$ cat src/rtl/lsu_pkg.sv
// Shared definitions for the load/store unit: funct3 encodings, FSM states
// and helpers that classify a request from its funct3 and address.
package lsu_pkg;

    localparam logic [2:0] F3_B  = 3'd0;
    localparam logic [2:0] F3_H  = 3'd1;
    localparam logic [2:0] F3_W  = 3'd2;
    localparam logic [2:0] F3_BU = 3'd4;
    localparam logic [2:0] F3_HU = 3'd5;

    typedef enum logic [1:0] {
        ST_IDLE   = 2'd0,
        ST_ACCESS = 2'd1,
        ST_RESP   = 2'd2
    } lsu_state_t;

    function automatic logic [2:0] access_bytes(input logic [2:0] funct3);
        case (funct3[1:0])
            2'b00:   return 3'd1;
            2'b01:   return 3'd2;
            default: return 3'd4;
        endcase
    endfunction

    function automatic logic is_illegal(input logic is_store, input logic [2:0] funct3);
        if (is_store)
            return !(funct3 == F3_B || funct3 == F3_H || funct3 == F3_W);
        return (funct3 == 3'd3 || funct3 == 3'd6 || funct3 == 3'd7);
    endfunction

    function automatic logic is_misaligned(input logic [2:0] funct3, input logic [1:0] addr_lo);
        case (funct3[1:0])
            2'b01:   return addr_lo[0];
            2'b10:   return addr_lo != 2'b00;
            default: return 1'b0;
        endcase
    endfunction

endpackage

$ cat src/rtl/load_extend.sv
// Combinational load formatter: picks the loaded bytes out of the assembly
// buffer and sign- or zero-extends them according to funct3.
module load_extend
    import lsu_pkg::*;
(
    input  logic [31:0] load_buf,
    input  logic [2:0]  funct3,
    output logic [31:0] rdata
);

    // NOTE: a default assignment first keeps every path driven, so no latch is inferred.
    always_comb begin
        rdata = '0;
        case (funct3)
            F3_B:    rdata = {{24{load_buf[7]}}, load_buf[7:0]};
            F3_H:    rdata = {{16{load_buf[15]}}, load_buf[15:0]};
            F3_W:    rdata = load_buf;
            F3_BU:   rdata = {24'd0, load_buf[7:0]};
            F3_HU:   rdata = {16'd0, load_buf[15:0]};
            default: rdata = '0;
        endcase
    end

endmodule

$ cat src/rtl/load_store_unit.sv
// Load/store unit: serialises RV32I loads and stores into little-endian byte
// transfers on an 8-bit data memory. Define MISALIGN_TRAP_EN to trap misaligned H/W accesses.
module load_store_unit
    import lsu_pkg::*;
#(
    parameter int A_WIDTH = 20
) (
    input  logic               clk,
    input  logic               rst,
    input  logic               req_valid,
    output logic               req_ready,
    input  logic               is_store,
    input  logic [2:0]         funct3,
    input  logic [31:0]        addr,
    input  logic [31:0]        wdata,
    output logic               resp_valid,
    output logic [31:0]        rdata,
    output logic               err,
    output logic               stall,
    output logic [A_WIDTH-1:0] mem_addr,
    output logic [7:0]         mem_wdata,
    output logic               mem_we,
    input  logic [7:0]         mem_rdata
);

    lsu_state_t         state_q, state_d;
    logic [1:0]         cnt_q, cnt_d;
    logic [A_WIDTH-1:0] addr_q;
    logic [31:0]        wdata_q;
    logic [31:0]        buf_q;
    logic [2:0]         funct3_q;
    logic               is_store_q;
    logic               err_q;

    logic               req_err;
    logic               last_byte;
    logic               in_access;
    logic [31:0]        ext_data;

    // Address bits above the memory window are intentionally dropped.
    logic unused_addr_hi;
    assign unused_addr_hi = ^addr[31:A_WIDTH];

`ifdef MISALIGN_TRAP_EN
    assign req_err = is_illegal(is_store, funct3) | is_misaligned(funct3, addr[1:0]);
`else
    assign req_err = is_illegal(is_store, funct3);
`endif

    assign last_byte = ({1'b0, cnt_q} == access_bytes(funct3_q) - 3'd1);
    assign in_access = (state_q == ST_ACCESS);

    always_comb begin
        state_d = state_q;
        cnt_d   = cnt_q;
        case (state_q)
            ST_IDLE: begin
                if (req_valid) begin
                    cnt_d   = 2'd0;
                    state_d = req_err ? ST_RESP : ST_ACCESS;
                end
            end
            ST_ACCESS: begin
                if (last_byte) state_d = ST_RESP;
                else           cnt_d   = cnt_q + 2'd1;
            end
            ST_RESP: state_d = ST_IDLE;
            default: state_d = ST_IDLE;
        endcase
    end

    // NOTE: sequential state uses non-blocking assignments so every register samples pre-edge values.
    always_ff @(posedge clk or posedge rst) begin
        if (rst) begin
            state_q    <= ST_IDLE;
            cnt_q      <= 2'd0;
            addr_q     <= '0;
            wdata_q    <= '0;
            buf_q      <= '0;
            funct3_q   <= '0;
            is_store_q <= 1'b0;
            err_q      <= 1'b0;
        end else begin
            state_q <= state_d;
            cnt_q   <= cnt_d;
            if (state_q == ST_IDLE && req_valid) begin
                addr_q     <= addr[A_WIDTH-1:0];
                wdata_q    <= wdata;
                funct3_q   <= funct3;
                is_store_q <= is_store;
                err_q      <= req_err;
                buf_q      <= '0;
            end else if (in_access && !is_store_q) begin
                buf_q[8*cnt_q +: 8] <= mem_rdata;
            end
        end
    end

    load_extend u_load_extend (
        .load_buf (buf_q),
        .funct3   (funct3_q),
        .rdata    (ext_data)
    );

    assign req_ready  = (state_q == ST_IDLE);
    assign resp_valid = (state_q == ST_RESP);
    assign stall      = ~req_ready & ~resp_valid;
    assign err        = resp_valid & err_q;
    assign rdata      = (resp_valid && !is_store_q && !err_q) ? ext_data : '0;

    // Memory outputs are held at zero outside ACCESS so the bus is quiet when idle.
    assign mem_addr   = in_access ? addr_q + A_WIDTH'(cnt_q) : '0;
    assign mem_we     = in_access & is_store_q;
    assign mem_wdata  = mem_we ? wdata_q[8*cnt_q +: 8] : 8'd0;

endmodule
$ cat config.mk
export PLATFORM = sky130hd
export DESIGN_NAME = load_store_unit
export DESIGN_NICKNAME = d
export VERILOG_FILES = /design/src/rtl/lsu_pkg.sv /design/src/rtl/load_extend.sv /design/src/rtl/load_store_unit.sv
export SDC_FILE = /design/constraint.sdc
export NUM_CORES = 1
export LEC_CHECK = 0
export CAP_MARGIN = 20
export CORE_MARGIN = 3
export CORE_UTILIZATION = 40
export DETAILED_ROUTE_END_ITERATION = 10
export PLACE_DENSITY = 0.7
export SYNTH_ARGS = -nofsm -noshare
export SYNTH_HDL_FRONTEND = slang
export SYNTH_SLANG_ARGS = --single-unit
$ cat constraint.sdc
create_clock -name clk -period 5.6 [get_ports clk]
set_clock_uncertainty 0.05 [all_clocks]
set_input_delay 1.4 -clock clk [delete_from_list [all_inputs] [get_ports clk]]
set_output_delay 1.4 -clock clk [all_outputs]
set_load 0.005 [all_outputs]
**Word-level counts from Yosys, hierarchy flattened**

Cells that the tools add are included.

- Register bits after elaboration: 93
- Output and inout bits: 65
- Word-level logic and storage cells: 73

- Add/subtract/negate cells: 4
- Equality and inequality tests: 16
- Shifts and indexed selects: 3
- Mux-type cells: 18
- Bitwise gates (word level): 5
- Reductions and logical operators: 19

Operator list:

| operator | number |
|---|---|
| 32-bit one-hot mux with 5 select lines | 1 |
| 32-bit 2-to-1 mux | 3 |
| 5-bit negator with 34-bit output | 1 |
| 8-bit by 34-bit variable shift with 32-bit output (first input constant) | 1 |
| 8-bit by 34-bit variable part select with 32-bit output | 1 |
| 32-bit bitwise mux | 1 |
| 32-bit by 6-bit variable part select with 8-bit output | 1 |
| 20-bit by 2-bit adder with 20-bit output | 1 |
| 20-bit 2-to-1 mux | 1 |
| 3-bit == test (second input constant) | 4 |
| 2-bit 2-to-1 mux | 5 |
| 3-bit by 2-bit == test with 1-bit output (second input constant) | 3 |
| 8-bit 2-to-1 mux | 1 |
| 2-bit one-hot mux with 2 select lines | 2 |
| 3-bit by 1-bit == test with 1-bit output (second input constant) | 2 |
| 3-bit logical NOT | 2 |
| 2-bit inequality test (second input constant) | 3 |
| 3-bit one-hot mux with 2 select lines | 1 |
| 2-bit by 1-bit == test with 1-bit output (second input constant) | 2 |
| 1-bit logical AND | 4 |
| 2-bit logical NOT | 2 |
| 1-bit logical OR | 4 |
| 2-bit nonzero test | 2 |
| 1-bit AND | 3 |
| other kinds (9) | 14 |

**Depth between registers and ports, before layout**

- Word-level depth: 9
- Depth in mapped cells: 9
- Depth with buffers taken out: 6

**Modules after synthesis**

A second synthesis with hierarchy kept.

- Cell total of the unflattened synthesis: 575
- Area, all modules: 5313.8 sq um

By module, submodules not included:

| module | times used | cells an instance | area an instance (sq um) | seq. area each (sq um) |
|---|---|---|---|---|
| load_store_unit | 1 | 504 | 4720.8 | 2327.2 |
| load_extend | 1 | 71 | 593.1 | 0.0 |

**Worst setup path after synthesis**

No wires, ideal clock.

- Path kind: register to output
- Start point: register cnt_q[0]
- End point: output port mem_addr[18]
- Arrival: 1951 ps
- Data required time: 4150 ps
- Setup slack: 2199 ps
- Cell stages (with the launch flop): 7
- Path buffers: 0
- Path through: dfrtp_1 -> ha_1 -> fa_1 -> nand4_1 -> or4_4 -> or3_1 -> a21oi_1

- Longest elaborated chain between the ends: 2

Ends and longest elaborated chain:

| element | RTL line | source |
|---|---|---|
| start: declaration | load_store_unit.sv:27 | `logic [1:0] cnt_q, cnt_d;` |
| start signal: assignment | load_store_unit.sv:85 | `cnt_q <= cnt_d;` |
| 20-bit by 2-bit adder with 20-bit output | load_store_unit.sv:112 | `assign mem_addr = in_access ? addr_q + A_WIDTH'(cnt_q) : '0;` |
| 20-bit 2-to-1 mux | load_store_unit.sv:112 |  |
| end: declaration | load_store_unit.sv:20 | `output logic [A_WIDTH-1:0] mem_addr,` |

Every way passes these cells.

**Worst setup path in the final report**

- Start point: register cnt_q[1]
- End point: output port mem_addr[18]

The elaborated chain is that of the path after synthesis.

==> run_results.csv <==
group,metric,value,unit
timing,fmax,0.208,GHz
synthesis,ys.flop_type,"dfrtp_1",
floorplan,die_w,116,um
synthesis,synth.net_count,522,
clock_network,clk_pin_slew,0.07,ns
synthesis,syn_area,0.00486,sq mm
synthesis,async_flop_share,1.00,
synthesis,synth-seq-area-share,0.479,
synthesis,synthMuxAreaShare,0.169,
critical_path,reg2regPathDepth,5,
critical_path,critPathKind,"reg -> out",
floorplan,dieArea,0.0135,sq mm
global_routing,track_usage,0.192,
placement,routabilityCongestion,0.840,
routing,first_iter_violations,269,
timing,tightest_slew,0.808,ns
clock_network,clock-root-buffer,"clkbuf_16",
clock_network,numCtsBuffers,9,
timing,fin_crit,4.81,ns
run,cap_violations,0,
cells_and_area,drive_gt1_frac,0.176,
critical_path,path_cells,"fa_1 > nand4_1 > or4_4 > or3_1 > a21oi_1 > clkdlybuf4s50_1",
global_routing,overflow,0,
min_path,min-delay-start,"buf_q[4]$_DFFE_PP0P_",
synthesis,synth.avg_cell_area,11.1,sq um
global_routing,grt_pass1_vias,3988,
floorplan,start_util,0.417,
timing,fin_crit_sh,0.859,
min_path,whs_path_depth,1,
timing,rsz0062_at_grt,"false",
cells_and_area,fin_nets,639,
cells_and_area,synthToLayoutAreaGrowth,35.5,%
clock_network,clkLatencyLatePin,0.34,ns
floorplan,coreArea,0.0117,sq mm
critical_path,cp-start-kind,"flip-flop",
synthesis,synth_top_family_by_area,"multiplexers",
min_path,hold_path_class,"reg -> reg",
clock_network,ctsHoldBuffers,0,
routing,drcViolationCount,0,
critical_path,timing.rr.start,"cnt_q[1]$_DFFE_PP0P_",
placement,dp_hpwl,8.98,mm
floorplan,die_h,116,um
placement,portBuffers,131,
critical_path,slowest_delay,0.81,ns
routing,vias_per_cell,5.49,
timing,setup_violations,0,
clock_network,cts_setup_buffers,0,
cells_and_area,final_util,0.565,
global_routing,grt_max_degree,62,
synthesis,synthXorXnorAreaFrac,0.0252,
routing,vias,3845,
critical_path,r2r_setup_slack,3.10,ns
routing,routedWlPerCell,17.9,um
clock_network,tritoncts,"built",
routing,route.antenna.remaining_nets,0,
critical_path,crit_buf_inv,1,
global_routing,antenna_found_initial,0,
synthesis,synth_edf_count,0,
synthesis,synthSimpleGateAreaFrac,0.159,
synthesis,synth_cell_type_count,47,
timing,hold_viol_final,0,
floorplan,fp-row-count,39,
clock_network,cts_resized,0,
critical_path,timing.critical_path.arrival,3.36,ns
timing,slew_violations,0,
synthesis,synth_compound_gate_area_share,0.116,
critical_path,cpMaxStageDelayCell,"dfrtp_1",
routing,routed_wl,12.6,mm
critical_path,crit_required,4.15,ns
timing,setup_tns,0,ns
floorplan,ios,144,
global_routing,grt_first_pass_wirelength,20.3,mm
power_and_ir_drop,p_leak,2.66,nW
min_path,holdPathEnd,"buf_q[4]$_DFFE_PP0P_",
critical_path,end_kind,"output port",
synthesis,yosys_warnings,0,
routing,drt_first_pass_iters,4,
critical_path,crit_family,"simple AND/OR/NAND/NOR gates",
clock_network,clock-sinks,93,
power_and_ir_drop,vdd_drop_max,0.182,mV
critical_path,rr_endpoint,"buf_q[25]$_DFFE_PP0P_",
timing,slew_headroom,0.460,
cells_and_area,antenna_cells,0,
power_and_ir_drop,power_density,455,mW/mm^2
status,outcome,"finished, final reports clean",
synthesis,synth_seq_cells,93,
synthesis,yosys.area_share.adder,0.0196,
synthesis,synth_cells,436,
critical_path,cp_max_fo,15,
clock_network,htreeDepth,3,
clock_network,clk_path_buf_depth,2,
==> sequential cells by signal (all words and copies together), names as in the netlist <==
register and count:
cnt_q 2, is_store_q 1, buf_q 32, wdata_q 32, err_q 1, addr_q 20
funct3_q 3, state_q 2
==> placed cells by master (no fill, tap or decap), drive strengths merged, types with 9 or more instances in the layout <==
cell,instances
nand2,46
nor2,25
clkdlybuf4s50,131
a22o,32
o21ai,9
a21oi,22
and3,17
mux2,55
clkbuf,9
dfrtp,93
==> cells in the mapped netlist, types with 8 or more instances <==
cell	number	area, sq um
and3_1	17	106
mux4_2	8	180
xnor2_1	8	70.1
a22oi_1	8	60.1
clkbuf_1	14	52.6
nor2_1	25	93.8
mux2_2	55	619
a21oi_1	22	110
dfrtp_1	93	2330
nand2_1	46	173
a22o_1	32	280
buf_2	11	55.1
o21ai_0	8	40.0
==> report_power, final <==
part / total, W / internal (W) / leakage [nW] / switching, W
combinational: 0.00120 / 0.000667 / 1.35 / 0.000529
sequential: 0.00119 / 0.000919 / 1.16 / 0.000269
clock: 0.000610 / 0.000348 / 0.142 / 0.000262
total: 0.00299 / 0.00193 / 2.66 / 0.00106
==> worst max path at each step <==
stage	depth (start not counted)	slack (ns)	end	startpoint
5_1_grt	6	0.61	mem_addr[18]	cnt_q[1]$_DFFE_PP0P_
4_1_cts	6	0.74	mem_addr[18]	cnt_q[1]$_DFFE_PP0P_
2_1_floorplan	1	1.73	addr_q[0]$_DFFE_PP0P_	rst
3_5_place_dp	6	1.12	mem_addr[18]	cnt_q[1]$_DFFE_PP0P_
6_report	6	0.79	mem_addr[18]	cnt_q[1]$_DFFE_PP0P_
3_3_place_gp	6	1.17	mem_addr[18]	cnt_q[1]$_DFFE_PP0P_
==> logic make-up after synthesis <==
group,after synthesis
buffers and inverters,37
flip-flops,93
adder cells (fa/ha/maj),7
AND/OR/NAND/NOR,140
XOR/XNOR,14
multiplexers,65
AO/OA/AOI/OAI,80
==> routing by layer <==
layer / GRT usage / wire, um
met1: 0.248 / 5370
met2: 0.321 / 6330
met3: 0.0461 / 720
met4: 0.0588 / 160
met5: 0 / 0
==> metrics by stage <==
stage	power [W]	cells	hold WS (ns)	instance area [sq um]	worst slack, ns
2_1_floorplan	0.00196	436	0.415	4860	1.73
5_1_grt	0.00320	701	0.472	6590	0.605
6_report	0.00299	701	0.455	6590	0.789
3_3_place_gp	0.00234	683	0.434	6250	1.17
3_5_place_dp	0.00239	683	0.437	6250	1.12
4_1_cts	0.00302	699	0.456	6550	0.738
==> layout make-up <==
class / count / area, sq um
repair buffers: 137 / 1380
clock inverters: 7 / 72.6
well taps: 143 / 179
inverters: 6 / 23.8
flip-flops and latches: 93 / 2330
multi-input cells: 306 / 2380
clock buffers: 9 / 225
fillers: 1018 / 5080
No activity file was read; power rests on OpenSTA's default activity.
